`config.mk`:
```
export PLATFORM = sky130hd
export DESIGN_NAME = hc595_serial_driver_flat
export DESIGN_NICKNAME = d
export VERILOG_FILES = /design/src/rtl/hc595_pkg.sv /design/src/rtl/hc595_serial_driver_if.sv /design/src/rtl/hc595_tick.sv /design/src/rtl/hc595_serial_driver.sv /design/src/flat_wrapper.sv
export SDC_FILE = /design/constraint.sdc
export NUM_CORES = 1
export LEC_CHECK = 0
export BUFFER_PORTS_ARGS = -buffer_cell sky130_fd_sc_hd__buf_2
export CELL_PAD_IN_SITES_DETAIL_PLACEMENT = 1
export CELL_PAD_IN_SITES_GLOBAL_PLACEMENT = 1
export CORE_MARGIN = 5
export CORE_UTILIZATION = 43
export DETAILED_ROUTE_END_ITERATION = 8
export HOLD_SLACK_MARGIN = 0.02
export PLACE_DENSITY = 0.85
export RECOVER_POWER = 25
export SYNTH_ARGS = -nofsm -noshare
export SYNTH_HDL_FRONTEND = slang
export SYNTH_HIERARCHICAL = 1
export SYNTH_SLANG_ARGS = --single-unit
```
`constraint.sdc`:
```
create_clock -name clk -period 1.8 [get_ports clk]
set_input_delay 0.54 -clock clk [delete_from_list [all_inputs] [get_ports clk]]
set_output_delay 0.54 -clock clk [all_outputs]
set_load 0.03 [all_outputs]
```
`src/rtl/hc595_pkg.sv`:
```
// Shared state encoding and default sizing for the 74HC595 serial driver.
package hc595_pkg;

  localparam int unsigned DATA_W_DEF  = 8;
  localparam int unsigned CLK_DIV_DEF = 12;

  typedef enum logic [2:0] {
    ST_IDLE,
    ST_SHIFT_LO,
    ST_SHIFT_HI,
    ST_LATCH_HI,
    ST_LATCH_LO
  } state_e;

endpackage

```
`src/rtl/hc595_serial_driver_if.sv`:
```
// Word handshake between the display controller and the 74HC595 driver.
interface hc595_serial_driver_if
  import hc595_pkg::*;
#(
  parameter int unsigned DATA_W = DATA_W_DEF
) ();

  logic [DATA_W-1:0] data;
  logic              load;
  logic              ready;
  logic              done;
  logic              out_en;

  modport master (output data, output load, output out_en, input ready, input done);
  modport slave  (input data, input load, input out_en, output ready, output done);

endinterface

```
`src/rtl/hc595_tick.sv`:
```
// Phase timer: reloads to CLK_DIV-1 on every state change and flags the last cycle of a phase.
module hc595_tick
  import hc595_pkg::*;
#(
  parameter int unsigned CLK_DIV = CLK_DIV_DEF
) (
  input  logic clk,
  input  logic rst,
  input  logic reload,
  output logic tick
);

  localparam int unsigned      CNT_W   = $clog2(CLK_DIV + 1);
  localparam logic [CNT_W-1:0] CNT_TOP = CNT_W'(CLK_DIV - 1);

  logic [CNT_W-1:0] cnt;
  logic [CNT_W-1:0] cnt_d;

  always_comb begin
    cnt_d = cnt;
    if (reload) begin
      cnt_d = CNT_TOP;
    end else if (cnt != '0) begin
      cnt_d = cnt - CNT_W'(1);
    end
  end

  // tick is registered from the next count so it lines up with the registered FSM state
  always_ff @(posedge clk or negedge rst) begin
    if (!rst) begin
      cnt  <= '0;
      tick <= 1'b0;
    end else begin
      cnt  <= cnt_d;
      tick <= (cnt_d == '0);
    end
  end

endmodule

```
`src/rtl/hc595_serial_driver.sv`:
```
// Serialises a parallel word onto 74HC595 DS/SHCP/STCP pins and gates OE once a frame is latched.
module hc595_serial_driver
  import hc595_pkg::*;
#(
  parameter int unsigned DATA_W    = DATA_W_DEF,
  parameter int unsigned CLK_DIV   = CLK_DIV_DEF,
  parameter int unsigned MSB_FIRST = 1
) (
  input  logic                  clk,
  input  logic                  rst,
  hc595_serial_driver_if.slave  bus,
  output logic                  DS,
  output logic                  SHCP,
  output logic                  STCP,
  output logic                  OE
);

  localparam int unsigned BC_W = $clog2(DATA_W + 1);

  state_e            state;
  state_e            state_d;
  logic [DATA_W-1:0] sr;
  logic [DATA_W-1:0] sr_d;
  logic [BC_W-1:0]   bit_cnt;
  logic [BC_W-1:0]   bit_cnt_d;
  logic              ds_d;
  logic              done_d;
  logic              latched;
  logic              latched_d;
  logic              ready;
  logic              done;
  logic              tick;
  logic              reload_c;

  function automatic logic head_bit(input logic [DATA_W-1:0] v);
    return (MSB_FIRST != 0) ? v[DATA_W-1] : v[0];
  endfunction

  hc595_tick #(
    .CLK_DIV (CLK_DIV)
  ) u_tick (
    .clk    (clk),
    .rst    (rst),
    .reload (reload_c),
    .tick   (tick)
  );

  always_comb begin
    state_d   = state;
    sr_d      = sr;
    bit_cnt_d = bit_cnt;
    ds_d      = DS;
    done_d    = 1'b0;
    latched_d = latched;
    unique case (state)
      ST_IDLE: begin
        if (bus.load) begin
          state_d   = ST_SHIFT_LO;
          sr_d      = bus.data;
          bit_cnt_d = BC_W'(DATA_W);
        end
      end
      ST_SHIFT_LO: begin
        if (tick) state_d = ST_SHIFT_HI;
      end
      ST_SHIFT_HI: begin
        if (tick) begin
          sr_d      = (MSB_FIRST != 0) ? (sr << 1) : (sr >> 1);
          bit_cnt_d = bit_cnt - BC_W'(1);
          state_d   = (bit_cnt == BC_W'(1)) ? ST_LATCH_HI : ST_SHIFT_LO;
        end
      end
      ST_LATCH_HI: begin
        if (tick) state_d = ST_LATCH_LO;
      end
      ST_LATCH_LO: begin
        if (tick) begin
          state_d   = ST_IDLE;
          done_d    = 1'b1;
          latched_d = 1'b1;
        end
      end
      default: state_d = ST_IDLE;
    endcase
    // DS tracks the head bit while shifting and holds the last bit through the latch phases
    if (state_d == ST_SHIFT_LO || state_d == ST_SHIFT_HI) begin
      ds_d = head_bit(sr_d);
    end
    reload_c = (state_d != state);
  end

  always_ff @(posedge clk or negedge rst) begin
    if (!rst) begin
      state   <= ST_IDLE;
      sr      <= '0;
      bit_cnt <= '0;
      latched <= 1'b0;
      DS      <= 1'b0;
      SHCP    <= 1'b0;
      STCP    <= 1'b0;
      OE      <= 1'b1;
      ready   <= 1'b1;
      done    <= 1'b0;
    end else begin
      state   <= state_d;
      sr      <= sr_d;
      bit_cnt <= bit_cnt_d;
      latched <= latched_d;
      DS      <= ds_d;
      SHCP    <= (state_d == ST_SHIFT_HI);
      STCP    <= (state_d == ST_LATCH_HI);
      OE      <= ~(latched & bus.out_en);
      ready   <= (state_d == ST_IDLE);
      done    <= done_d;
    end
  end

  assign bus.ready = ready;
  assign bus.done  = done;

endmodule

```
`src/flat_wrapper.sv`:
```
// flat-port wrapper written by rule: the top's interface ports become plain ports
module hc595_serial_driver_flat import hc595_pkg::*;
#(
  parameter int unsigned DATA_W    = DATA_W_DEF,
  parameter int unsigned CLK_DIV   = CLK_DIV_DEF,
  parameter int unsigned MSB_FIRST = 1
)
  (clk, rst, DS, SHCP, STCP, OE, bus_data, bus_load, bus_out_en, bus_ready, bus_done);
  hc595_serial_driver_if #(.DATA_W(DATA_W)) bus_i ();
  input  logic clk;
  input  logic rst;
  output logic DS;
  output logic SHCP;
  output logic STCP;
  output logic OE;
  input wire logic [$bits(bus_i.data)-1:0] bus_data;
  input wire logic [$bits(bus_i.load)-1:0] bus_load;
  input wire logic [$bits(bus_i.out_en)-1:0] bus_out_en;
  output wire logic [$bits(bus_i.ready)-1:0] bus_ready;
  output wire logic [$bits(bus_i.done)-1:0] bus_done;
  assign bus_i.data = bus_data;
  assign bus_i.load = bus_load;
  assign bus_i.out_en = bus_out_en;
  assign bus_ready = bus_i.ready;
  assign bus_done = bus_i.done;
  hc595_serial_driver #(.DATA_W(DATA_W), .CLK_DIV(CLK_DIV), .MSB_FIRST(MSB_FIRST)) u_core (.clk(clk), .rst(rst), .bus(bus_i), .DS(DS), .SHCP(SHCP), .STCP(STCP), .OE(OE));
endmodule
```
Word level (Yosys, flattened, before mapping)
Index checks and enable logic that the tools add are counted.
{ "classes": {"reduce_logical": 8, "n_eq_ne": 11, "mux": 17, "add_sub_neg": 2, "bitwise_logic": 2} }
{ "op_table": {"columns": ["operator", "count"], "rows": [
  ["two-way mux 4 bit", 4],
  ["two-way mux 8 bit", 2],
  ["case mux 8 bit (2 select lines)", 1],
  ["two-way mux 3 bit", 5],
  ["case mux 3 bit (5 select lines)", 1],
  ["== test 3 x 2 -> 1 bit, second input constant", 4],
  ["case mux 4 bit (2 select lines)", 1],
  ["subtractor 4 x 1 -> 4 bit, second input constant", 2],
  ["== test 3 x 1 -> 1 bit, second input constant", 2],
  ["zero test 3 bit", 2],
  ["== test 4 x 1 -> 1 bit, second input constant", 1],
  ["zero test 4 bit", 1],
  ["inequality test 2 bit, second input constant", 2],
  ["nonzero test 4 bit", 1],
  ["== test 3 bit, second input constant", 1],
  ["inequality test 3 bit", 1],
  ["AND reduction 3 bit", 1],
  ["two-way mux 1 bit", 2],
  ["two-way mux 2 bit", 1],
  ["AND reduction 2 bit", 1],
  ["nonzero test 2 bit", 1],
  ["bitwise AND 1 bit", 1],
  ["logical OR 1 bit", 1],
  ["NOT 1 bit", 1]
]} }
{ "word_totals": {"ff_bits": 27, "input_bits": 12} }

Longest topological paths before layout
Gate-level depths: netlist of run 1.
{ "logic_depth": {"depth_word": 7, "mapped_depth": 7, "mapped_depth_nobuf": 6} }

By module
Netlist of run 1, hierarchy kept.
{ "modules_own_cells": {"columns": ["module", "cells_each", "seq_area_each_um2", "area_each_um2", "instances"], "rows": [
  ["hc595_serial_driver", 99, 553.0, 1032.2, 1],
  ["hc595_tick", 24, 125.1, 260.2, 1]
]} }

Worst setup path before layout of run 1
OpenSTA, ideal clock, no wires.
{ "synth_path": {"path_type": "reg2reg", "from": "register u_core.state[2]", "to": "register u_core.u_tick.tick", "setup_slack_ps": 178, "setup_ps": 101, "t_arrival_ps": 1521, "n_path_buf": 1, "required_time_ps": 1699, "path_stages_with_launch": 8, "path_cell_list": "dfrtp_1 -> clkbuf_1 -> nor2b_1 -> o21ai_0 -> o31a_1 -> nor2b_1 -> mux2i_1 -> nor4_1"} }
{ "synth_via": {"elab_chain_len": 5} }
{ "synth_rtl": {"columns": ["item", "line", "source"], "rows": [
  ["start: declaration", "hc595_serial_driver.sv:20", "state_e state;"],
  ["start signal: assignment", "hc595_serial_driver.sv:105", "state <= state_d;"],
  ["== test 3 bit (tied with other cells)", "hc595_serial_driver.sv:55", "unique case (state)"],
  ["case mux 3 bit (5 select lines)", "hc595_serial_driver.sv:55", null],
  ["inequality test 3 bit *", "hc595_serial_driver.sv:89", "reload_c = (state_d != state);"],
  ["named net u_core.reload_c", "hc595_serial_driver.sv:33", "logic reload_c;"],
  ["two-way mux 4 bit *", "hc595_tick.sv:21", "if (reload) begin"],
  ["named net u_core.u_tick.cnt_d[1]", "hc595_tick.sv:17", "logic [CNT_W-1:0] cnt_d;"],
  ["zero test 4 bit *", "hc595_tick.sv:35", "tick <= (cnt_d == '0);"],
  ["end signal: assignment", "hc595_tick.sv:35", null],
  ["end: declaration", "hc595_tick.sv:10", "output logic tick"]
]} }
Mark *: on every way through the listed nets, which the timed path passes. The rest lies on a longest branch.
A chain may end at the register's enable or synchronous reset.

Worst setup path after layout of run 1
{ "layout_path": {"from": "register u_core.state[1]", "to": "register u_core.DS"} }
{ "layout_lines": {"columns": ["item", "line", "source"], "rows": [
  ["== test 3 x 2 -> 1 bit or zero test 3 bit (tied branches)", "hc595_serial_driver.sv:55", null],
  ["case mux 8 bit (2 select lines) *", "hc595_serial_driver.sv:55", null],
  ["named net u_core.sr_d[7]", "hc595_serial_driver.sv:23", "logic [DATA_W-1:0] sr_d;"],
  ["end signal: assignment", "hc595_serial_driver.sv:109", "DS <= ds_d;"],
  ["end: declaration", "hc595_serial_driver.sv:12", "output logic DS,"]
]} }
Marks and branches as above.

==> results of run 1 <==
-- metrics by stage --
stage	utilization [%]	setup slack (ns)	setup TNS, ns
after detailed placement	51.61	0.006684	0
after global placement	51.61	0.06862	0
after floorplan	-	0.1776	0
after global routing	53.16	-0.05736	-0.05736
after CTS	52.68	0.04603	0
final	53.16	0.004222	0
-- final cells by class --
type	instances	share of cell area (%)
sequential	27	45.34
multi-input combinational	87	39.10
timing repair buffer	26	10.15
tap	31	2.579
clock buffer	3	1.498
inverter	4	0.9983
clock inverter	1	0.3328
-- final timing paths --
| path | slack [ns] | start | cells after the start | endpoint |
|---|---|---|---|---|
| worst max-delay path | 0.004 | u_core/state[1]$_DFF_PN0_ | 5 | u_core/DS$_DFFE_PN0P_ |
| worst min-delay path | 0.20 | rst | 1 | u_core/bit_cnt[1]$_DFFE_PN0P_ |
| worst max register to register | 0.004 | u_core/state[1]$_DFF_PN0_ | 5 | u_core/DS$_DFFE_PN0P_ |
| worst min register to register | 0.41 | u_core/latched$_DFFE_PN0P_ | 1 | u_core/OE$_DFF_PN1_ |
| max in group asynchronous | 1.18 | rst | 1 | u_core/state[1]$_DFF_PN0_ |
| min in group clk | 0.32 | bus_out_en | 2 | u_core/OE$_DFF_PN1_ |
-- worst register-to-register path, stage by stage, from the launching register on --
cell	delay (ns)
dfrtp_2	0.55
nor4bb_2	0.37
buf_4	0.22
nor2_4	0.08
a22o_1	0.21
mux2_2	0.26
-- cells by family after synthesis --
family,count (synthesis)
AO/OA/AOI/OAI,22
XOR/XNOR,4
adder cells (fa/ha/maj),3
buffers and inverters,9
flip-flops,27
multiplexers,4
AND/OR/NAND/NOR,54
-- Yosys cell counts, drive strengths merged (3+ instances only) --
cell,instances
dfrtp,25
nand2,21
nor2,11
a22oi,6
o21ai,5
a21oi,4
inv,4
nand2b,4
clkbuf,3
ha,3
nor2b,3
xnor2,3
-- state kept, by name, summed over array words and instances, names as in the netlist --
| name | cells |
|---|---|
| u_core/latched | 1 |
| u_core/DS | 1 |
| u_core/bit_cnt | 4 |
| u_core/bus.ready | 1 |
| u_core/OE | 1 |
| u_core/u_tick/cnt | 4 |
| u_core/SHCP | 1 |
| u_core/STCP | 1 |
| u_core/u_tick/tick | 1 |
| u_core/state | 3 |
| u_core/bus.done | 1 |
| u_core/sr | 8 |
-- routing by layer --
layer  wire length [um]  vias up
met1               1338      480
met4                 50        0
met5                  0        -
li1                   -      479
met3                108        4
met2               1581       15
-- power breakdown --
group	internal (mW)	total [mW]	switching [mW]
clock	0.0832	0.260	0.177
combinational	0.456	0.951	0.495
sequential	0.849	1.10	0.249
==> metrics.txt, run 1 <==
critical path peak fanout=13; hpwl dp=between 2 and 2.5 mm; CTS Hold Bufs=0; global routing usage on met2=between 20 and 30%; mux contribution to synthesized area=3.291%; min Tclk post-route=around 1.8 ns; CP required=about 2.0 ns; Synth Area in Adders=2.904%; Total Routing Usage GR=between 15 and 20%; Power, Total=2.309 mW; DRC=0; Peak Freq=roughly 560 MHz; Synth area leader=dfrtp_1; Seq cells post-synth=27; Global Route met3 Usage=approximately 2.6%; area of the mapped netlist=0.001292 mm^2; CTS buffer count=3; Sink Count=27; WS Path Type=reg2reg; crit share post-route=99.77%; Simple-Gate Fraction of Synth Area=about a quarter; post-synth top area share=~48%; Async S/R FF share, synth=100.0%; CP max stage cell=dfrtp_2; type of origin of the critical path=flop; critical path capture point type=flop; Layout Nets=about 160; Core ar.=0.002829 mm^2; leading post-synthesis cells by cell area=dfrtp_1 (48%), nand2_1 (6.1%), dfstp_2 (4.1%); Hold WS=0.2019 ns; initial antenna violation count=0; vias in the first global route=about 1100; Sequential cell area=681.9 um^2; Antenna Diode Count=0; CP Cell Sequence=nor4bb_2 -> buf_4 -> nor2_4 -> a22o_1 -> mux2_2; register area share after synthesis=52.47%; busiest grt layer=met2; HP Class=in2async; RePlAce Congestion=approximately 0.74; max cap viols=0; Cell Pwr Density=between 1500 and 2000 mW/mm^2; Synth Instances=around 120; Area after DPL=~0.0015 mm^2; # fillers=324; Multi-input gate area=~590 um^2; Synth Net Count=between 100 and 150; setup violators final=0; placed insts=175; Final Max Slew Viols=0; yosys warns=6; post-cts gate resize count=2; Routed WL per cell=~17 um; EDFF count, synth=0; Synth Area in Compound Gates=roughly an eighth; global-route wire length before repair=5.244 mm; final instance area=0.001504 mm^2; Die Ht=between 60 and 70 um; arrival time worst endpoint=approximately 2.0 ns; TritonCTS clock tree=yes; later-pin clock latency in the skew report=approximately 0.32 ns; vias per cell=~5.5; clk slew on worst S/H paths=0.15 ns; status=complete, no violations; Site Rows=19; fin cells=179; worst vdd ir=between 0.0005 and 0.0006 V; CTS Root Cell=clkbuf_4; largest family of logic cells by synthesized area=simple AND/OR/NAND/NOR gates; share of cells above drive strength 1=29.05%; Vias=978; commonest cells after routing, fill and taps aside=dfrtp_1 (22), nand2_1 (21), buf_2 (17), nor2_1 (10), buf_4 (9); ys flop type=dfrtp_1; CP peak stage delay=approximately 0.55 ns; die width=~65 um; Area Overhead vs Synth=16.36%; Total Die Area=0.004202 mm^2; total grt overflow=0; CTS H-Tree Depth=1; actual slew at the worst max-slew pin=~0.6 ns; M1 GR Usage=around a fifth; Leak Pwr=~0.7 nW; slew margin rel.=60.40%; largest net degree at the start of global routing=28; Syn Area/Cell=approximately 11 um^2; Final Hold Fails=0; router iterations before antenna repair=4; library cells used by synthesis=39; 1st-iter DRT viols=29; Clock Path Buffers=2; Routed Antenna Nets=0; worst path bufs/invs=1; I/O pin total=18; effective utilization at floorplan=between 40% and 50%; Total Wirelength=a little over 3 mm; postcts setup bufs=0; commonest non-fill, non-tap cell in the layout=dfrtp_1; XOR/XNOR Fraction of Synth Area=under 10%; clock skew=roughly 0.0044 ns; delay-heaviest family, CP=flip-flops; port bufs=17
Power figures use the tool's default switching activity.
==> run 2: changes to the inputs <==
- SYNTH_HIERARCHICAL: 1 -> default
==> run 2 against run 1 <==
  * Via count increased by 11%
  * Count of clock-buffer cells in the layout unchanged
  * Routed wire length decreased by 2.2%
  * Clock skew decreased by 0.0017 ns
  * Largest power group unchanged
  * Worst setup slack improved by 0.11 ns
  * First-iteration DRC count decreased by 28%
  * Critical path type unchanged
  * Critical path depth unchanged
  * Global-route usage decreased by 0.30 points
  * Design area decreased by 1.2%
==> metrics.txt, run 2 <==
Syn Area/Cell=9.870 um^2 (-6.1%); area of the mapped netlist=0.001323 mm^2 (+2.3%); CTS Root Cell=clkbuf_4; router iterations before antenna repair=3 (-1); Total Wirelength=3.012 mm (-2.2%); Final Hold Fails=0 (unchanged); max reg flops=8 (unchanged); vias per cell=5.786 (+5.9%); setup violators final=0 (unchanged); actual slew at the worst max-slew pin=1.439 ns (+0.8453 ns); # fillers=361 (+11%); vias in the first global route=1153 (+3.7%); Synth Net Count=149 (+8.0%); Synth Instances=134 (+8.9%); Routed Antenna Nets=0 (unchanged); crit share post-route=93.56% (-6.2 points); Cell Pwr Density=644.6 mW/mm^2 (-58%); port bufs=17 (unchanged); TritonCTS clock tree=yes; library cells used by synthesis=39 (unchanged); clk slew on worst S/H paths=0.15 ns (about the same); Reg with most FFs=u_core.sr; Total Die Area=0.004285 mm^2 (+2.0%); Core ar.=0.003003 mm^2 (+6.1%); worst vdd ir=0.0002080 V (-65%); share of cells above drive strength 1=22.08% (-7.0 points); Sink Count=27 (unchanged); EDFF count, synth=0 (unchanged); commonest non-fill, non-tap cell in the layout=dfrtp_1; worst setup margin=0.1159 ns (+0.1117 ns); Fin Setup TNS=0 ns (unchanged); global-route wire length before repair=5.271 mm (+0.51%); hpwl dp=2.263 mm (about the same); RePlAce Congestion=0.7583 (+3.0%); Site Rows=20 (+1); 1st-iter DRT viols=21 (-28%); Antenna Diode Count=0 (unchanged); yosys warns=0 (-6); Vias=1082 (+11%); Placement Setup Slack=0.06219 ns (+0.05551 ns); Peak Freq=593.8 MHz (+6.6%); Area Overhead vs Synth=12.39%; CTS buffer count=3 (unchanged); Synth area leader=dfrtp_1; effective utilization at floorplan=44.04% (-1.6 points); Total Routing Usage GR=15.73% (-0.30 points); initial antenna violation count=0 (unchanged); critical path peak fanout=4 (-9); Async S/R FF share, synth=100.0% (unchanged); status=complete, no violations; Seq cells post-synth=27 (unchanged); CTS H-Tree Depth=1 (unchanged); register area share after synthesis=51.28% (-1.2 points); arrival time worst endpoint=1.91 ns (-0.11 ns); ys flop type=dfrtp_1; RSZ-0062 raised after global routing=false; Die Ht=65.46 um (+0.98%); CP required=2.03 ns (about the same); CTS Hold Bufs=0 (unchanged); count leader, synth=dfrtp_1; HP Class=in2reg; Leak Pwr=0.6985 nW (-1.9%); Layout Nets=170 (+3.7%); min Tclk post-route=1.684 ns (-0.1117 ns); slew margin rel.=4.049% (-56 points); commonest cells after routing, fill and taps aside=dfrtp_1 (25), nand2_1 (24), buf_2 (16), nor2_1 (12); Routed WL per cell=16.11 um (-6.4%); die width=65.46 um (+0.98%); leading post-synthesis cells by cell area=dfrtp_1 (47%), nand2_1 (6.8%), dfstp_2 (4.0%); total grt overflow=0 (unchanged); postcts setup bufs=0 (unchanged); Final Max Slew Viols=0 (unchanged); post-synth top area share=47.30% (-1.1 points); Clock Path Buffers=2 (unchanged); later-pin clock latency in the skew report=0.32 ns (about the same); type of origin of the critical path=flop; I/O pin total=18 (unchanged); commonest cells in the netlist=dfrtp_1 (25), nand2_1 (24), nor2_1 (12); critical path capture point type=flop; max cap viols=0 (unchanged); top flop regs=u_core.sr (8), u_core.bit_cnt (4), u_core.u_tick.cnt (4); post-cts gate resize count=0 (-2); clock skew=0.002749 ns (-0.001693 ns); WS Path Type=reg2reg; DRC=0 (unchanged); largest net degree at the start of global routing=28 (unchanged)
[run 2: cell types whose count changed in the layout (fill, tap and decap cells not counted), sizes merged, moves of 3 or more]
cell / before / now
buf: 26 / 21
nand2: 21 / 24
nor2b: 3 / 0
nor3: 2 / 5
[run 2: kinds of logic after synthesis]
| kind of cell | after synthesis | share of synthesized area [%] |
|---|---|---|
| mux | 6 | 4.730 |
| fa+ha+maj | 3 | 2.839 |
| simple gates | 59 | 22.52 |
| buf+inv | 11 | 3.784 |
| flops | 27 | 51.28 |
| compound gates | 26 | 13.53 |
| xor+xnor | 2 | 1.325 |
[run 2: metal layers]
layer | GRT usage [%] | up-vias | wire (um)
met5 | 0 | - | 0
met4 | 3.886 | 0 | 14
met3 | 2.735 | 2 | 52
met2 | 28.19 | 9 | 1652
met1 | 19.48 | 567 | 1293
li1 | - | 504 | -
[run 2: metrics by stage]
step / instances / hold WS [ns] / instance area [um^2] / utilization (%) / power, mW
6_report: 187 / 0.3154 / 1486 / 49.50 / 0.9581
5_1_grt: 187 / 0.3017 / 1486 / 49.50 / 1.002
4_1_cts: 187 / 0.2025 / 1483 / 49.38 / 0.9709
3_5_place_dp: 183 / 0.3941 / 1455 / 48.46 / 0.7059
3_3_place_gp: 183 / 0.3818 / 1455 / 48.46 / 0.7015
2_1_floorplan: 134 / 0.2444 / 1323 / - / 0.6694
[run 2: path summary, 6_finish.rpt]
check / startpoint / endpoint / slack, ns / depth (start not counted)
max in group asynchronous: rst / u_core.sr[0]$_DFFE_PN0P_ / 0.45 / 1
worst min-delay path: bus_out_en / u_core.OE$_DFF_PN1_ / 0.32 / 2
min in group asynchronous: rst / u_core.SHCP$_DFF_PN0_ / 0.52 / 1
worst max-delay path: u_core.bit_cnt[1]$_DFFE_PN0P_ / u_core.DS$_DFFE_PN0P_ / 0.12 / 5
worst min register to register: u_core.latched$_DFFE_PN0P_ / u_core.OE$_DFF_PN1_ / 0.40 / 1
worst max register to register: u_core.bit_cnt[1]$_DFFE_PN0P_ / u_core.DS$_DFFE_PN0P_ / 0.12 / 5
[run 2: final cells by class]
cell class | instances | area [um^2] | area share, %
Multi-Input combinational cell | 96 | 599.3 | 40.32
Clock buffer | 3 | 22.52 | 1.515
Timing Repair Buffer | 22 | 121.4 | 8.165
Inverter | 5 | 18.77 | 1.263
Tap cell | 33 | 41.29 | 2.778
Sequential cell | 27 | 678.2 | 45.62
Clock inverter | 1 | 5.005 | 0.3367
[run 2: critical path, cell delays in order (launching register included)]
cell,delay [ns]
dfrtp_1,0.41
inv_2,0.09
ha_1,0.15
or3b_1,0.39
o211ai_1,0.20
mux2_2,0.35
[run 2: power breakdown]
group / total, mW / switching [mW] / internal (mW) / leakage [nW]
Sequential: 0.633 / 0.0117 / 0.622 / 0.339
Combinational: 0.0603 / 0.0363 / 0.0240 / 0.342
Clock: 0.264 / 0.181 / 0.0833 / 0.0177
==> run 3: changes to the inputs <==
- BUFFER_PORTS_ARGS: -buffer_cell sky130_fd_sc_hd__buf_2 -> -buffer_cell sky130_fd_sc_hd__clkbuf_2
- CAP_MARGIN: default -> 10
- CORE_MARGIN: 5 -> default
==> run 3 against run 2 <==
  * Die area is 23% lower
  * Sequential cell count stayed put
  * Critical path depth stayed put
  * First-iteration DRC count is 24% lower
  * Clock power is 2% lower
  * Final cell count is 1.1% lower
  * Routed wire length is 2.2% lower
  * Design area is 0.17% lower
  * Register-to-register slack worse by 0.05 ns
  * Critical path type unchanged
==> metrics.txt, run 3 (synthesis results as in run 2) <==
status=complete, no violations; # fillers=321 (-11%); M1 GR Usage=25.18% (+5.7 points); port bufs=17 (unchanged); Sink Count=27 (unchanged); critical path peak fanout=4 (unchanged); CTS buffer count=3 (unchanged); arrival time worst endpoint=1.96 ns (+0.05 ns); Core ar.=0.002829 mm^2 (-5.8%); P_sw=0.2254 mW (-1.6%); commonest non-fill, non-tap cell in the layout=dfrtp_1; Reg2Reg Depth=5 (unchanged); Clock Path Buffers=2 (unchanged); Seq pwr share=66.5% (+0.4 points); max reg flops=8 (unchanged); CP startpoint=u_core.bit_cnt[1]$_DFFE_PN0P_; top flop regs=u_core.sr (8), u_core.bit_cnt (4), u_core.u_tick.cnt (4); CTS Hold Bufs=0 (unchanged); Reg with most FFs=u_core.sr; DRC=0 (unchanged); worst reg2reg path startpoint=u_core.bit_cnt[1]$_DFFE_PN0P_; Vias=1056 (-2.4%); share of cells above drive strength 1=22.08% (unchanged); post-cts gate resize count=0 (unchanged); vias per cell=5.708 (-1.3%); Total Wirelength=2.946 mm (-2.2%); flop2flop setup slack=0.07 ns (-0.05 ns); Clock power frac=27.0% (-0.6 points); Die Ht=57.46 um (-12%); final instance area=0.001484 mm^2 (-0.17%); Cell Int Power=0.7292 mW (about the same); critical path capture point type=flop; TritonCTS clock tree=yes; CTS Root Cell=clkbuf_4; Site Rows=19 (-5.0%); Critical R2R Capture=u_core.DS$_DFFE_PN0P_; Peak Freq=578.2 MHz (-2.6%); Routed WL per cell=15.92 um (-1.1%); crit share post-route=96.09% (+2.5 points); type of origin of the critical path=flop; Area Overhead vs Synth=12.20%; largest net degree at the start of global routing=28 (unchanged); setup violators final=0 (unchanged); die width=57.46 um (-12%); Routed Antenna Nets=0 (unchanged); WS Path Type=reg2reg; effective utilization at floorplan=46.75% (+2.7 points); RSZ-0062 raised after global routing=false; Switching Fraction=23.61% (-0.30 points); Total Routing Usage GR=20.13% (+4.4 points); router iterations before antenna repair=4 (+1); Hold WS=0.3134 ns (-0.001978 ns); hpwl dp=2.168 mm (-4.2%); commonest cells after routing, fill and taps aside=dfrtp_1 (25), nand2_1 (24), clkbuf_2 (16), nor2_1 (12); global-route wire length before repair=5.099 mm (-3.3%); Global Route met3 Usage=4.762% (+2.0 points); postcts setup bufs=0 (unchanged); CTS H-Tree Depth=1 (unchanged); 1st-iter DRT viols=16 (-24%); Layout Nets=170 (unchanged); Final Max Slew Viols=0 (unchanged); worst setup path endpoint=u_core.DS$_DFFE_PN0P_; actual slew at the worst max-slew pin=1.379 ns (-0.06056 ns); later-pin clock latency in the skew report=0.33 ns (about the same); Leak Pwr=0.6967 nW (-0.25%); slew margin rel.=8.086% (+4.0 points); worst vdd ir=0.0005587 V (+170%); busiest grt layer=met2; I/O pin total=18 (unchanged); total grt overflow=0 (unchanged); Cell Pwr Density=643.3 mW/mm^2 (-0.20%); global routing usage on met2=35.71% (+7.5 points); min Tclk post-route=1.730 ns (+0.04546 ns); max cap viols=0 (unchanged); Area after DPL=0.001453 mm^2 (-0.17%); Fin Setup TNS=0 ns (unchanged); CP required=2.03 ns (about the same); Final Hold Fails=0 (unchanged); Total Die Area=0.003302 mm^2 (-23%); initial antenna violation count=0 (unchanged); HP Class=in2reg; vias in the first global route=1125 (-2.4%); combinational share of power=6.5% (+0.2 points); Antenna Diode Count=0 (unchanged); clock skew=0.01080 ns (+0.008050 ns); RePlAce Congestion=0.7147 (-5.7%); clk slew on worst S/H paths=0.15 ns (about the same)
run 3: cell count changes in the layout (fill, tap and decap cells not counted), sizes merged:
| cell | before | now |
|---|---|---|
| buf | 21 | 5 |
| clkbuf | 4 | 20 |
run 3: layout make-up:
class / count / area (um^2) / share of cell area (%)
clock buffer: 3 / 22.52 / 1.518
clock inverter: 1 / 5.005 / 0.3373
inverter: 5 / 18.77 / 1.265
multi-input combinational: 96 / 599.3 / 40.39
sequential: 27 / 678.2 / 45.70
tap: 31 / 38.79 / 2.614
timing repair buffer: 22 / 121.4 / 8.179
run 3: worst min-delay path by stage:
stage | depth (start not counted) | to | slack (ns) | from
after global routing | 2 | u_core.OE$_DFF_PN1_ | 0.30 | bus_out_en
after CTS | 1 | u_core.latched$_DFFE_PN0P_ | 0.22 | rst
after floorplan | 0 | u_core.DS$_DFFE_PN0P_ | 0.24 | rst
after global placement | 1 | u_core.OE$_DFF_PN1_ | 0.38 | u_core.latched$_DFFE_PN0P_
after detailed placement | 1 | u_core.OE$_DFF_PN1_ | 0.40 | u_core.latched$_DFFE_PN0P_
final | 2 | u_core.OE$_DFF_PN1_ | 0.31 | bus_out_en
run 3: power groups by stage:
stage          logic (mW)  registers (mW)  clock network (mW)
6_report           0.0623           0.634               0.258
2_1_floorplan      0.0245           0.645                   0
5_1_grt            0.0716           0.636               0.291
3_5_place_dp       0.0633           0.645                   0
4_1_cts            0.0642           0.634               0.274
3_3_place_gp       0.0593           0.643                   0
run 3: layer usage:
| metal | up-vias | part of all wire (%) |
|---|---|---|
| li1 | 507 | - |
| met1 | 515 | 43 |
| met2 | 30 | 50 |
| met3 | 4 | 5.1 |
| met4 | 0 | 1.2 |
| met5 | - | 0 |
run 3: worst max-delay path, stage by stage, from the launching register on:
cell and delay [ns]:
dfrtp_1 0.43, inv_2 0.09, ha_1 0.13, or3b_1 0.39
o211ai_1 0.22, mux2_2 0.38
run 3: through the flow:
stage / cells / worst slack, ns / util (%) / power [mW]
global route: 185 / 0.004757 / 52.45 / 0.9988
global placement: 181 / 0.1727 / 51.35 / 0.7024
finish: 185 / 0.07047 / 52.45 / 0.9546
detailed placement: 181 / 0.02420 / 51.35 / 0.7082
floorplan: 134 / 0.2120 / - / 0.6694
CTS: 185 / 0.02292 / 52.32 / 0.9721
